**config.mk**
```make
export PLATFORM = sky130hd
export DESIGN_NAME = fetch_unit
export DESIGN_NICKNAME = d
export VERILOG_FILES = /design/src/rtl/fetch_unit.sv
export SDC_FILE = /design/constraint.sdc
export NUM_CORES = 1
export LEC_CHECK = 0
export ABC_AREA = 1
export BUFFER_PORTS_ARGS = -buffer_cell sky130_fd_sc_hd__buf_2
export CELL_PAD_IN_SITES_DETAIL_PLACEMENT = 0
export CELL_PAD_IN_SITES_GLOBAL_PLACEMENT = 2
export CORE_MARGIN = 1.5
export CORE_UTILIZATION = 27
export DETAILED_ROUTE_END_ITERATION = 10
export PLACE_DENSITY_LB_ADDON = 0.05
export SLEW_MARGIN = 15
export SYNTH_ARGS = -nofsm -noshare
export SYNTH_HDL_FRONTEND = slang
export SYNTH_SLANG_ARGS = --single-unit
```
**constraint.sdc**
```tcl
create_clock -name CLK -period 1.6 [get_ports CLK]
set_clock_uncertainty 0.15 [all_clocks]
set_input_delay 0.4 -clock CLK [delete_from_list [all_inputs] [get_ports CLK]]
set_output_delay 0.4 -clock CLK [all_outputs]
set_load 0.005 [all_outputs]
```
**src/rtl/fetch_unit.sv**
```systemverilog
// fetch_unit: PC and IR stage that turns the controller's held strobes into single actions and fetches words over req/ack.
module fetch_unit #(
  parameter int ADDR_W  = 6,
  parameter int INSTR_W = 12,
  parameter int TIMEOUT = 255
) (
  input  logic               CLK,
  input  logic               Reset_in,
  input  logic               PC_INC,
  input  logic               PC_LOAD,
  input  logic               IR_WR,
  input  logic [ADDR_W-1:0]  jump_addr,
  input  logic               imem_ack,
  input  logic [INSTR_W-1:0] imem_rdata,
  output logic               imem_req,
  output logic [ADDR_W-1:0]  imem_addr,
  output logic [ADDR_W-1:0]  pc,
  output logic [4:0]         opCode,
  output logic               D,
  output logic [5:0]         operand,
  output logic               ir_valid,
  output logic               busy,
  output logic               fetch_fault
);
  localparam int CW = $clog2(TIMEOUT + 1);
  typedef enum logic {IDLE, REQ} state_t;
  state_t state;
  logic [INSTR_W-1:0] ir;
  logic [CW-1:0] cnt;
  logic prev_inc, prev_load, prev_fetch;
  logic inc_ev, load_ev, fetch_ev;
  assign inc_ev   = PC_INC & ~prev_inc;
  assign load_ev  = ~PC_LOAD & prev_load;
  assign fetch_ev = IR_WR & ~prev_fetch;
  assign opCode   = ir[11:7];
  assign D        = ir[6];
  assign operand  = ir[5:0];
  assign busy     = state == REQ;
  always_ff @(posedge CLK) begin
    if (Reset_in) begin
      pc          <= '0;
      ir          <= '0;
      ir_valid    <= 1'b0;
      imem_req    <= 1'b0;
      imem_addr   <= '0;
      fetch_fault <= 1'b0;
      state       <= IDLE;
      cnt         <= '0;
      // Preload history with live levels so a strobe held across reset does not fire
      prev_inc    <= PC_INC;
      prev_load   <= PC_LOAD;
      prev_fetch  <= IR_WR;
    end else begin
      prev_inc   <= PC_INC;
      prev_load  <= PC_LOAD;
      prev_fetch <= IR_WR;
      if (load_ev) pc <= jump_addr;
      else if (inc_ev) pc <= pc + 1'b1;
      case (state)
        IDLE: if (fetch_ev) begin
          state     <= REQ;
          imem_req  <= 1'b1;
          imem_addr <= pc;
          cnt       <= '0;
        end
        REQ: if (imem_ack) begin
          ir       <= imem_rdata;
          ir_valid <= 1'b1;
          imem_req <= 1'b0;
          state    <= IDLE;
        end else if (cnt == CW'(TIMEOUT - 1)) begin
          fetch_fault <= 1'b1;
          imem_req    <= 1'b0;
          state       <= IDLE;
        end else cnt <= cnt + 1'b1;
        default: state <= IDLE;
      endcase
    end
  end
endmodule

```
==> parameters.txt <==
Parameter                              Value

Logic synthesis
  Seq/Total Area, Yosys    0.4609
  Share of synthesized flip-flops with an asynchronous set or reset    0
  Synthesized netlist net count    259
  Number of cells produced by synthesis    232
  EDFF count, synth    0
  Share of the synthesized area in the top cell type    0.4609
  Cell with the most instances after synthesis    nand2_1
  Synth unique cells    25
  Top post-synthesis cells by count    46 x nand2_1, 42 x nor2_1, 39 x dfxtp_1
  Count of synthesis-stage warnings from yosys    0
  Biggest area consumer among synthesized cells    dfxtp_1
  Post-Syn Area per Cell    7.302 µm²
  Most area-consuming cells after synthesis    dfxtp_1 46%, nand2_1 10%, nor2_1 9.3%
  Post-synthesis sequential element count    39
  Syn Std Cell Area    0.001694 mm²
  Flip-flop cell with the highest count after synthesis    dfxtp_1

Worst setup path
  Reg-to-reg startpoint    cnt[0]
  Endpoint arrival time on the critical path    0.98 ns
  Reg2Reg Depth    10
  Maximum fanout along the worst path    4
  End of the worst register-to-register path    cnt[5]
  Kind of launch point of the worst setup path    flip-flop
  Worst path required time    1.05 ns
  CP Class    reg -> out
  Critical Path End Type    output pin
  R2R Setup Slk    0.17 ns

Floorplanning
  Number of cell rows    28
  Vertical die dimension    82.21 µm
  Effective utilization at floorplan    0.2828
  Core ar.    0.005991 mm²
  Num ports    52
  Die extent in x    82.21 µm
  Area of the die    0.006758 mm²

Placed design
  RD Place Congestion    0.8270
  Half-perimeter wire length of the detailed placement result    3138 µm
  Number of buffers added on ports    51
  Post-Place Cell Area    0.002107 mm²

STA
  RSZ-0062 raised after global routing    no
  Period minus WS final    1.525 ns
  Worst-margin pin slew    0.2289 ns
  Final Setup Violations    0
  Maximum clock frequency    0.6556 GHz
  Number of failing hold endpoints at the final stage    0
  Final period util    0.9533
  Number of pins exceeding their max-slew limit in the final report    0
  Setup Total Neg Slack    0 ns
  Worst slew margin relative to its limit    0.8472
  Final worst hold slack    0.06905 ns

Clock network
  Latest clock arrival within the worst-skew pair    0.29 ns
  Root Buffer    clkbuf_8
  Post-CTS Hold Buffers    0
  CTS clock-pin slew for the worst setup and hold paths    0.08 ns
  TritonCTS clock tree    yes
  TritonCTS buffer count    5
  Maximum clock path buffer count    2
  Maximum level of the CTS H-tree    2
  Clock tree sinks    39

Flow run
  Max Cap Viol    0

Cells and area
  P&R area growth vs syn    30.95%
  Number of diodes    0
  Post-layout net count    326
  Final cell utilization of the core    0.3703
  Share of post-route cells with drive strength above 1    0.3033
  Fin area    0.002218 mm²

Hold path
  Launch instance of the worst min-delay path    IR_WR
  Class of the tightest hold or removal check    in -> reg
  WHS Endpoint    prev_fetch
  WHS Path Cells    1

GRT
  First-pass GRT wire length    7107 µm
  Aggregate global-route resource usage    0.1403
  Overall overflow remaining after global route    0
  Via count of the first global-routing pass    1523
  Pin count of the biggest net entering global routing    18
  Initial antenna violation count    0

Detailed routing
  Mean routed wirelength per cell    11.56 µm
  Drt via density    4.355
  Post-route DRC    0
  Initial detailed-routing violation count    69
  1st-pass router iterations    4
  Aggregate routed wire length    4334 µm
  Vias after detailed routing    1633
  Remaining antenna violation count after routing    0

Power
  Power density over cell area    875.2 mW/mm²
  Static leakage    1.035 nW
  Total Power    0.001941 W
  Peak supply drop    0.0003478 V

Run status
  Outcome    finished clean
## power breakdown
part	total, W	switching (W)	internal (W)
registers	0.00104	0.0000326	0.00101
logic	0.000243	0.000132	0.000111
clock network	0.000656	0.000357	0.000299
total	0.00194	0.000521	0.00142
## kinds of logic after synthesis
| logic type | Yosys count | share of synthesized area |
|---|---|---|
| buffers and inverters | 28 | 0.06868 |
| AND/OR/NAND/NOR | 120 | 0.3109 |
| AO/OA/AOI/OAI | 42 | 0.1374 |
| adder cells (fa/ha/maj) | 3 | 0.02216 |
| flip-flops | 39 | 0.4609 |
## layer usage
| layer | wire length, µm | share of wire | GRT usage |
|---|---|---|---|
| met5 | 0 | 0 | 0 |
| met4 | 53 | 0.012 | 0.04576 |
| met3 | 248 | 0.057 | 0.04396 |
| met2 | 1863 | 0.43 | 0.2130 |
| met1 | 2169 | 0.50 | 0.1875 |
## layout make-up
class	instances	area [µm²]
Fill cell	644	3772
Multi-Input combinational cell	165	800.8
Sequential cell	39	782.0
Timing Repair Buffer	68	382.9
Tap cell	75	93.84
Inverter	20	75.07
Clock buffer	5	68.82
Clock inverter	3	15.01
## how the worst max path moves through the flow
| stage | start | endpoint | slack, ns |
|---|---|---|---|
| 2_1_floorplan | cnt[0] | cnt[1] | 0.19 |
| 4_1_cts | pc[0] | pc[0] | 0.06 |
| 6_report | pc[0] | pc[0] | 0.07 |
| 3_5_place_dp | PC_LOAD | pc[1] | 0.07 |
| 3_3_place_gp | PC_LOAD | pc[1] | 0.10 |
| 5_1_grt | cnt[0] | cnt[4] | 0.002 |
## layout by cell type (no fill, tap or decap)
master    netlist  routed
nor2_2          1       1
buf_2           3      51
buf_4           0      17
nor2_1         42      42
nor3_1          1       1
ha_1            3       3
o21bai_1        1       1
and3_1          1       1
o21ai_0        18      18
dfxtp_2         0       1
dfxtp_1        39      38
nand2_2         4       4
nand2_4         2       2
a21oi_2         2       3
o21a_1          1       1
nand4_1         1       1
clkbuf_8        0       5
inv_1          19      19
or2_2           1       1
o211ai_1        4       4
or2_1           1       1
nand2_1        46      46
nand3_1        18      18
clkinv_2        0       3
nor2_4          2       2
inv_2           1       1
a21oi_1        16      15
## critical path: stages, from the launching register on
cell	delay, ns
dfxtp_1	0.42
buf_4	0.16
buf_2	0.11
## timing repair
item | in CTS | in global routing
endpoints found under the setup margin | 0 | 4
gates resized for setup | 0 | 2
setup buffers | 0 | 3
## metrics by stage
stage	worst slack [ns]	cells
finish	0.07470	375
CTS	0.05806	372
detailed placement	0.06692	364
floorplan	0.1913	232
global placement	0.1001	364
global route	0.001699	375
## registers in the layout, indices dropped and copies added (netlist names)
register     count
prev_inc         1
ir              12
prev_load        1
cnt              8
busy             1
imem_addr        6
ir_valid         1
pc               6
imem_req         1
fetch_fault      1
prev_fetch       1
Power figures use the tool's default switching activity.
